[config.mk]
export PLATFORM = sky130hd
export DESIGN_NAME = pea_result_drain_flat
export DESIGN_NICKNAME = d
export VERILOG_FILES = /design/src/rtl/pea_result_drain_if.sv /design/src/rtl/pea_result_drain.sv /design/src/flat_wrapper.sv
export SDC_FILE = /design/constraint.sdc
export NUM_CORES = 1
export LEC_CHECK = 0
export BUFFER_PORTS_ARGS = -buffer_cell sky130_fd_sc_hd__buf_2
export CORE_MARGIN = 3
export CORE_UTILIZATION = 56
export DETAILED_ROUTE_END_ITERATION = 6
export PLACE_DENSITY_LB_ADDON = 0.25
export SYNTH_ARGS = -nofsm -noshare
export SYNTH_HDL_FRONTEND = slang
export SYNTH_SLANG_ARGS = --single-unit
[constraint.sdc]
create_clock -name clk -period 3.17 [get_ports clk]
set_input_delay 0.951 -clock clk [delete_from_list [all_inputs] [get_ports clk]]
set_output_delay 0.951 -clock clk [all_outputs]
set_load 0.02 [all_outputs]
[src/rtl/pea_result_drain_if.sv]
// Host-side half-word stream of the PEA result drain.
// Valid/ready handshake with a frame-end marker.
interface pea_result_drain_if #(
    parameter int WIDTH_OUT = 16
);
    logic [WIDTH_OUT-1:0] out_data;
    logic                 out_valid;
    logic                 out_ready;
    logic                 out_last;

    modport master (
        output out_data,
        output out_valid,
        output out_last,
        input  out_ready
    );

    modport slave (
        input  out_data,
        input  out_valid,
        input  out_last,
        output out_ready
    );
endinterface

[src/rtl/pea_result_drain.sv]
// PEA result drain: pops result/status pairs and
// streams each pair to the host as four half-words.
module pea_result_drain #(
    parameter int WIDTH_IN  = 32,
    parameter int WIDTH_OUT = 16,
    parameter int POP_W     = 5
) (
    input  logic                clk,
    input  logic                rst,
    input  logic                drain_en,
    input  logic                clr_stats,
    input  logic [POP_W-1:0]    result_pop,
    input  logic [POP_W-1:0]    status_pop,
    input  logic [WIDTH_IN-1:0] result_data,
    input  logic [WIDTH_IN-1:0] status_data,
    output logic                rd_en_result,
    output logic                rd_en_status,
    output logic                busy,
    output logic [15:0]         pairs_sent,
    output logic                err_seen,
    pea_result_drain_if.master  host
);

    typedef enum logic [2:0] {
        IDLE,
        FETCH,
        LATCH,
        S0,
        S1,
        S2,
        S3
    } state_e;

    state_e              state_q, state_d;
    logic [WIDTH_IN-1:0] res_q, res_d;
    logic [WIDTH_IN-1:0] sts_q, sts_d;
    logic [15:0]         pairs_q, pairs_d;
    logic                err_q, err_d;
    logic                rd_en_q, rd_en_d;

    logic                 valid_c;
    logic                 last_c;
    logic [WIDTH_OUT-1:0] data_c;

    // Next-state, datapath capture and stream output decode
    always_comb begin
        state_d = state_q;
        res_d   = res_q;
        sts_d   = sts_q;
        pairs_d = pairs_q;
        err_d   = err_q;
        rd_en_d = 1'b0;
        valid_c = 1'b0;
        last_c  = 1'b0;
        data_c  = '0;
        unique case (state_q)
            IDLE: begin
                if (drain_en && (result_pop != '0)
                    && (status_pop != '0)) begin
                    state_d = FETCH;
                    rd_en_d = 1'b1;
                end
            end
            FETCH: begin
                state_d = LATCH;
            end
            LATCH: begin
                res_d   = result_data;
                sts_d   = status_data;
                state_d = S0;
                if (status_data != '0) begin
                    err_d = 1'b1;
                end
            end
            S0: begin
                valid_c = 1'b1;
                data_c  = res_q[WIDTH_IN-1:WIDTH_OUT];
                if (host.out_ready) begin
                    state_d = S1;
                end
            end
            S1: begin
                valid_c = 1'b1;
                data_c  = res_q[WIDTH_OUT-1:0];
                if (host.out_ready) begin
                    state_d = S2;
                end
            end
            S2: begin
                valid_c = 1'b1;
                data_c  = sts_q[WIDTH_IN-1:WIDTH_OUT];
                if (host.out_ready) begin
                    state_d = S3;
                end
            end
            S3: begin
                valid_c = 1'b1;
                last_c  = 1'b1;
                data_c  = sts_q[WIDTH_OUT-1:0];
                if (host.out_ready) begin
                    state_d = IDLE;
                    pairs_d = pairs_q + 16'd1;
                end
            end
            default: begin
                state_d = IDLE;
            end
        endcase
        // Host clear overrides a same-cycle count or error set
        if (clr_stats) begin
            pairs_d = '0;
            err_d   = 1'b0;
        end
    end

    // State, latched pair, statistics and pop strobe registers
    always_ff @(posedge clk or negedge rst) begin
        if (!rst) begin
            state_q <= IDLE;
            res_q   <= '0;
            sts_q   <= '0;
            pairs_q <= '0;
            err_q   <= 1'b0;
            rd_en_q <= 1'b0;
        end else begin
            state_q <= state_d;
            res_q   <= res_d;
            sts_q   <= sts_d;
            pairs_q <= pairs_d;
            err_q   <= err_d;
            rd_en_q <= rd_en_d;
        end
    end

    assign rd_en_result   = rd_en_q;
    assign rd_en_status   = rd_en_q;
    assign busy           = (state_q != IDLE);
    assign pairs_sent     = pairs_q;
    assign err_seen       = err_q;
    assign host.out_valid = valid_c;
    assign host.out_last  = last_c;
    assign host.out_data  = data_c;

endmodule

[src/flat_wrapper.sv]
// flat-port wrapper written by rule: the top's interface ports become plain ports
module pea_result_drain_flat 
#(
    parameter int WIDTH_IN  = 32,
    parameter int WIDTH_OUT = 16,
    parameter int POP_W     = 5
)
  (clk, rst, drain_en, clr_stats, result_pop, status_pop, result_data, status_data, rd_en_result, rd_en_status, busy, pairs_sent, err_seen, host_out_data, host_out_valid, host_out_last, host_out_ready);
  pea_result_drain_if #(.WIDTH_OUT(WIDTH_OUT)) host_i ();
  input  logic clk;
  input  logic rst;
  input  logic drain_en;
  input  logic clr_stats;
  input  logic [POP_W-1:0] result_pop;
  input  logic [POP_W-1:0] status_pop;
  input  logic [WIDTH_IN-1:0] result_data;
  input  logic [WIDTH_IN-1:0] status_data;
  output logic rd_en_result;
  output logic rd_en_status;
  output logic busy;
  output logic [15:0] pairs_sent;
  output logic err_seen;
  output wire logic [$bits(host_i.out_data)-1:0] host_out_data;
  output wire logic [$bits(host_i.out_valid)-1:0] host_out_valid;
  output wire logic [$bits(host_i.out_last)-1:0] host_out_last;
  input wire logic [$bits(host_i.out_ready)-1:0] host_out_ready;
  assign host_out_data = host_i.out_data;
  assign host_out_valid = host_i.out_valid;
  assign host_out_last = host_i.out_last;
  assign host_i.out_ready = host_out_ready;
  pea_result_drain #(.WIDTH_IN(WIDTH_IN), .WIDTH_OUT(WIDTH_OUT), .POP_W(POP_W)) u_core (.clk(clk), .rst(rst), .drain_en(drain_en), .clr_stats(clr_stats), .result_pop(result_pop), .status_pop(status_pop), .result_data(result_data), .status_data(status_data), .rd_en_result(rd_en_result), .rd_en_status(rd_en_status), .busy(busy), .pairs_sent(pairs_sent), .err_seen(err_seen), .host(host_i));
endmodule
==> results_dict.tcl, run 1 <==
set metrics [dict create \
    synth_xor_area_share_pct 2.65 \
    hp-class "flip-flop to flip-flop" \
    clk_pin_slew_worst_paths_ns 0.08 \
    die_x_um 90.1 \
    ant_nets 0 \
    h-tree-depth 3 \
    worstMarginPinSlew_ns 0.700 \
    grt_max_degree 55 \
    core_area_sq_mm 0.00683 \
    synth_nets 408 \
    muxShareOfSynthArea_pct 18.5 \
    synth_area_sq_mm 0.00396 \
    skew_ns 0.00739 \
    drt-pass1-iter-count 4 \
    fill_cells 527 \
    tritoncts.num_buffers 9 \
    status "finished clean" \
    holdBufCountCts 0 \
    crit_arrival_ns 1.99 \
    io_buffer_count 116 \
    grt_pass1_vias 3015 \
    routed_wl_um 9250 \
    clock_path_buffers 2 \
    ys.flop_type "dfrtp_1" \
    hold_violations 0 \
    syn_inst 328 \
    comb_power_share_pct 38.3 \
    yosysWarnings 0 \
    relSlewSlack_pct 53.3 \
    yosys.area_share.simple_pct 12.0 \
    required_ns 2.22 \
    synth.distinct_cells 38 \
    p_per_area_mw_per_mm2 931 \
    synth_adder_area_share_pct 0.316 \
    p_leak_nw 2.27 \
    switching_share_pct 34.6 \
    initial_core_util_pct 58.0 \
    ir_worst_vdd_uv 512 \
    ys_ff_latch 85 \
    synth_top_family_by_area "multiplexers" \
    routabilityCongestion 0.836 \
    rows 30 \
    cap_violations 0 \
    cts_setup_buffers 0 \
    crit_type "flip-flop to output port" \
    ys_seq_area_share_pct 53.7 \
    internal_power_mw 2.98 \
    route.detailed.drc 0 \
    grt_first_pass_wirelength_um 15000 \
    finalSetupTns_ns 0 \
    diodes 0 \
    grt_antenna_before_repair 0 \
    clock_sinks 85 \
    cts_tree "yes" \
    p_sw_mw 1.57 \
    sequentialPowerShare_pct 41.1 \
    avgRoutedWirePerCell_um 17.0 \
    grt_setup_unrepaired "no" \
    drtIter0Drc 203 \
    setup_violations 0 \
    clock_latency_ns 0.35 \
    syn2layout_area_growth_pct 23.3 \
    viasPerCell 5.57 \
    slew_violations 0 \
    syn_area_per_cell_sq_um 12.1 \
    design.die.area_sq_mm 0.00812 \
    die_h_um 90.1 \
    fmax_mhz 340 \
    pwr-share-clk_pct 20.5 \
    cts_root_buf "clkbuf_8" \
    synth_compound_area_share_pct 9.57 \
    fin_nets 523 \
    hpwlAfterDp_um 6790 \
    min_period_ns 2.94 \
    io_pins 117 \
    period_share_pct 92.7 \
    final_layout_size_suffix_gt1_share_pct 47.8 \
    async_reset_ff_share_pct 100 \
    start_kind "flip-flop" \
    critPathMaxFanout 13 \
    overflow 0 \
    synth-edff-count 0 \
    r2r_slack_ns 1.11 \
    endpoint_kind "output port" \
    vias 3032 \
    gr-usage-all-layers_pct 23.4 \
    power_mw 4.55 \
]
worst paths after layout:
| check | startpoint | endpoint | depth (start not counted) |
|---|---|---|---|
| max | u_core.state_q[0]$_DFFE_PN0P_ | host_out_data[10] | 6 |
| min | u_core.sts_q[17]$_DFFE_PN0P_ | u_core.sts_q[17]$_DFFE_PN0P_ | 1 |
| max reg2reg | u_core.state_q[0]$_DFFE_PN0P_ | u_core.pairs_sent[13]$_DFFE_PN0P_ | 4 |
| min reg2reg | u_core.sts_q[17]$_DFFE_PN0P_ | u_core.sts_q[17]$_DFFE_PN0P_ | 1 |
| max in group asynchronous | rst | u_core.state_q[2]$_DFFE_PN0P_ | 2 |
| min in group asynchronous | rst | u_core.pairs_sent[4]$_DFFE_PN0P_ | 1 |
cell type report:
| cell class | count | area, sq um | area share, % |
|---|---|---|---|
| Inverter | 5 | 18.8 | 0.384 |
| Timing Repair Buffer | 124 | 656 | 13.4 |
| Clock buffer | 11 | 141 | 2.89 |
| Clock inverter | 5 | 106 | 2.18 |
| Sequential cell | 85 | 2130 | 43.6 |
| Tap cell | 96 | 120 | 2.46 |
| Multi-Input combinational cell | 218 | 1710 | 35.1 |
layout by cell type (no fill, tap or decap), types with 2 or more instances in the layout:
cell type	instances
a2111oi_2	2
a21oi_1	6
a22oi_1	32
buf_2	115
buf_4	8
bufinv_16	3
clkbuf_8	10
dfrtp_1	84
inv_1	5
mux2_2	64
nand2_1	27
nand3_1	6
nand4_1	4
nor2_1	18
nor2b_1	2
nor3_1	4
nor3b_2	2
nor4_1	10
o21ai_0	9
or3_1	2
or4_1	3
xnor2_1	10
xor2_1	2
routing by layer:
layer | track usage [%] | vias up | wire, um
met5 | 0 | - | 0
met4 | 8.16 | 0 | 128
met3 | 5.52 | 8 | 474
met2 | 36.5 | 95 | 4600
met1 | 32.3 | 1504 | 4040
li1 | - | 1425 | -
power by group through the flow:
stage	Sequential (mW)	Combinational, mW	Clock (mW)
after floorplan	1.75	1.36	0
after global placement	1.87	1.69	0
after detailed placement	1.88	1.75	0
after CTS	1.87	1.76	0.957
after global routing	1.93	1.87	1.01
final	1.87	1.74	0.934
timing repair:
action	CTS	global route
gates resized for setup	0	1
hold endpoints to repair	0	0
endpoints found under the setup margin	0	1
kinds of logic (layout without fill, tap and decap cells):
kind of cell	after synthesis	count (layout)
simple gates	87	87
flops	85	85
mux	65	65
compound gates	53	53
buf+inv	25	145
xor+xnor	12	12
fa+ha+maj	1	1
metrics by stage:
step	hold WS, ns	setup WS, ns	std cells	utilization [%]	area [sq um]
2_1_floorplan	0.481	0.707	328	-	3960
3_3_place_gp	0.490	0.602	528	67.9	4640
3_5_place_dp	0.496	0.560	528	67.9	4640
4_1_cts	0.516	0.124	544	71.5	4880
5_1_grt	0.531	0.0805	544	71.5	4880
6_report	0.516	0.231	544	71.5	4880
Yosys cell counts (all sizes together), types with 6 or more instances:
master	number	area share (%)
dfrtp	85	54
nand3	7	1.0
xnor2	10	2.2
nor4	11	2.1
buf	17	2.5
o21ai	9	1.1
nor2	19	1.9
a21oi	6	0.76
mux2	65	18
a22oi	32	6.1
nand2	27	2.6
state kept, by name, summed over array words and instances (netlist names):
name,count
u_core.res_q,32
u_core.sts_q,32
u_core.pairs_sent,16
u_core.state_q,3
u_core.err_seen,1
u_core.rd_en_result,1
worst max-delay path, stage by stage, from the launching register on:
cell and delay [ns]:
dfrtp_1 0.58, nand2_1 0.11, nor2_2 0.31, buf_4 0.24
a22oi_1 0.11, nand2_1 0.11, buf_2 0.17
(Power assumes the default switching activity.)
==> inputs of run 2 (changes only) <==
--- a/config.mk
+++ b/config.mk
@@ -7,9 +7,10 @@
 export LEC_CHECK = 0
 export BUFFER_PORTS_ARGS = -buffer_cell sky130_fd_sc_hd__buf_2
 export CORE_MARGIN = 3
-export CORE_UTILIZATION = 56
+export CORE_UTILIZATION = 58
+export CTS_BUF_LIST = sky130_fd_sc_hd__clkbuf_4
 export DETAILED_ROUTE_END_ITERATION = 6
-export PLACE_DENSITY_LB_ADDON = 0.25
+export PLACE_DENSITY_LB_ADDON = 0.05
 export SYNTH_ARGS = -nofsm -noshare
 export SYNTH_HDL_FRONTEND = slang
 export SYNTH_SLANG_ARGS = --single-unit
==> run 2 against run 1 <==
Net effect: worst setup slack worse by 0.040 ns; global-route usage up 0.92 points; clock power is 19% lower; cell count down 3.9%; power down 4.5%; critical path type unchanged; highest routed layer unchanged.
==> results_dict.tcl, run 2 (synthesized netlist as in run 1, its figures left out) <==
set metrics [dict create \
    status "finished clean" \
    cts_root_buf "clkbuf_4" \
    die_h_um 88.6 \
    layout_common_cells "buf_2 (115), dfrtp_1 (85), mux2_2 (64), a22oi_1 (32), nand2_1 (27)" \
    min_period_ns 2.98 \
    design.die.area_sq_mm 0.00786 \
    drtIter0Drc 117 \
    grt_max_degree 86 \
    start_kind "flip-flop" \
    crit_chain "inv_1, nor3b_2, buf_4, a22oi_1, nand2_1, buf_2" \
    tritoncts.num_buffers 9 \
    p_leak_nw 2.25 \
    overflow 0 \
    gr-usage-all-layers_pct 24.3 \
    crit_family "flip-flops" \
    final_common_cell "buf_2" \
    rows 29 \
    clock_sinks 85 \
    holdBufCountCts 0 \
    hp-class "flip-flop to flip-flop" \
    hpwlAfterDp_um 6610 \
    grt_setup_unrepaired "no" \
    cts_tree "yes" \
    hold_violations 0 \
    ir_worst_vdd_uv 608 \
    grt_antenna_before_repair 0 \
    relSlewSlack_pct 45.1 \
    setup_violations 0 \
    final_layout_size_suffix_gt1_share_pct 47.5 \
    die_x_um 88.6 \
    fmax_mhz 336 \
    fin_nets 523 \
    ctsResizeCount 0 \
    initial_core_util_pct 61.0 \
    endpoint_kind "output port" \
    crit_type "flip-flop to output port" \
    diodes 0 \
    finalSetupTns_ns 0 \
    core_area_sq_mm 0.00649 \
    crit_arrival_ns 2.03 \
    routabilityCongestion 0.843 \
    required_ns 2.22 \
    grt_first_pass_wirelength_um 14600 \
    cap_violations 0 \
    cp_num_buf_inv 3 \
    io_buffer_count 116 \
    h-tree-depth 3 \
    final_cell_count_no_fill 523 \
    critPathMaxFanout 17 \
    pre_cts_ws_ns 0.667 \
    io_pins 117 \
    clk_pin_slew_worst_paths_ns 0.13 \
    clock_latency_ns 0.42 \
    ant_nets 0 \
    place_inst 509 \
    skew_ns 0.0133 \
    p_per_area_mw_per_mm2 908 \
    viasPerCell 5.91 \
    grt_pass1_vias 3033 \
    setup_slack_ns 0.192 \
    routed_wl_um 8990 \
    syn2layout_area_growth_pct 20.9 \
    period_share_pct 94.0 \
    cts_setup_buffers 0 \
    max_stage_delay_ns 0.63 \
    vias 3090 \
    avgRoutedWirePerCell_um 17.2 \
    worstMarginPinSlew_ns 0.824 \
    drt-pass1-iter-count 4 \
    route.detailed.drc 0 \
    slew_violations 0 \
    critPathSlowestCell "dfrtp_1" \
    worst_hold_slack_ns 0.523 \
    clock_path_buffers 2 \
    power_mw 4.35 \
]
## run 2: cell count changes in the layout (fill, tap and decap cells not counted), sizes merged
cell | before | now
clkbuf | 11 | 10
clkinv | 0 | 1
inv | 6 | 5
clkinvlp | 1 | 0
## run 2: where the power goes
group	internal, mW	leakage [nW]	total (mW)	switching [mW]
Sequential	1.54	1.04	1.85	0.309
Combinational	0.879	1.11	1.74	0.860
Clock	0.402	0.0925	0.756	0.354
Total	2.82	2.25	4.35	1.52
## run 2: layer usage
layer	share of wire [%]	global-route usage, %	vias up
met5	0	0	-
met4	1.7	9.20	0
met3	5.3	3.91	15
met2	49	38.5	107
met1	44	34.0	1542
li1	-	-	1426
## run 2: layout make-up
class                      count  area [sq um]
sequential                    85          2130
multi-input combinational    218          1710
fill                         461          1710
timing repair buffer         124           656
clock inverter                 4          98.8
tap                           77          96.3
clock buffer                  10          75.1
inverter                       5          18.8
## run 2: metrics by stage
step,cell area [sq um],util [%]
2_1_floorplan,3960,-
3_3_place_gp,4610,71.0
3_5_place_dp,4610,71.0
4_1_cts,4790,73.7
5_1_grt,4790,73.7
6_report,4790,73.7
## run 2: worst reg2reg max path: stages, from the launching register on
cell and delay, ns:
dfrtp_1 0.62, nor3b_2 0.25, buf_4 0.65, mux2_2 0.48
## run 2: final timing paths
check | depth (start not counted) | slack (ns) | end | startpoint
max in group asynchronous | 2 | 2.29 | u_core.sts_q[18]$_DFFE_PN0P_ | rst
worst max-delay path | 6 | 0.19 | host_out_data[14] | u_core.state_q[2]$_DFFE_PN0P_
worst min-delay path | 1 | 0.52 | u_core.res_q[21]$_DFFE_PN0P_ | u_core.res_q[21]$_DFFE_PN0P_
worst min register to register | 1 | 0.52 | u_core.res_q[21]$_DFFE_PN0P_ | u_core.res_q[21]$_DFFE_PN0P_
min in group asynchronous | 2 | 0.54 | u_core.rd_en_result$_DFF_PN0_ | rst
worst max register to register | 3 | 1.07 | u_core.res_q[5]$_DFFE_PN0P_ | u_core.state_q[1]$_DFFE_PN0P_
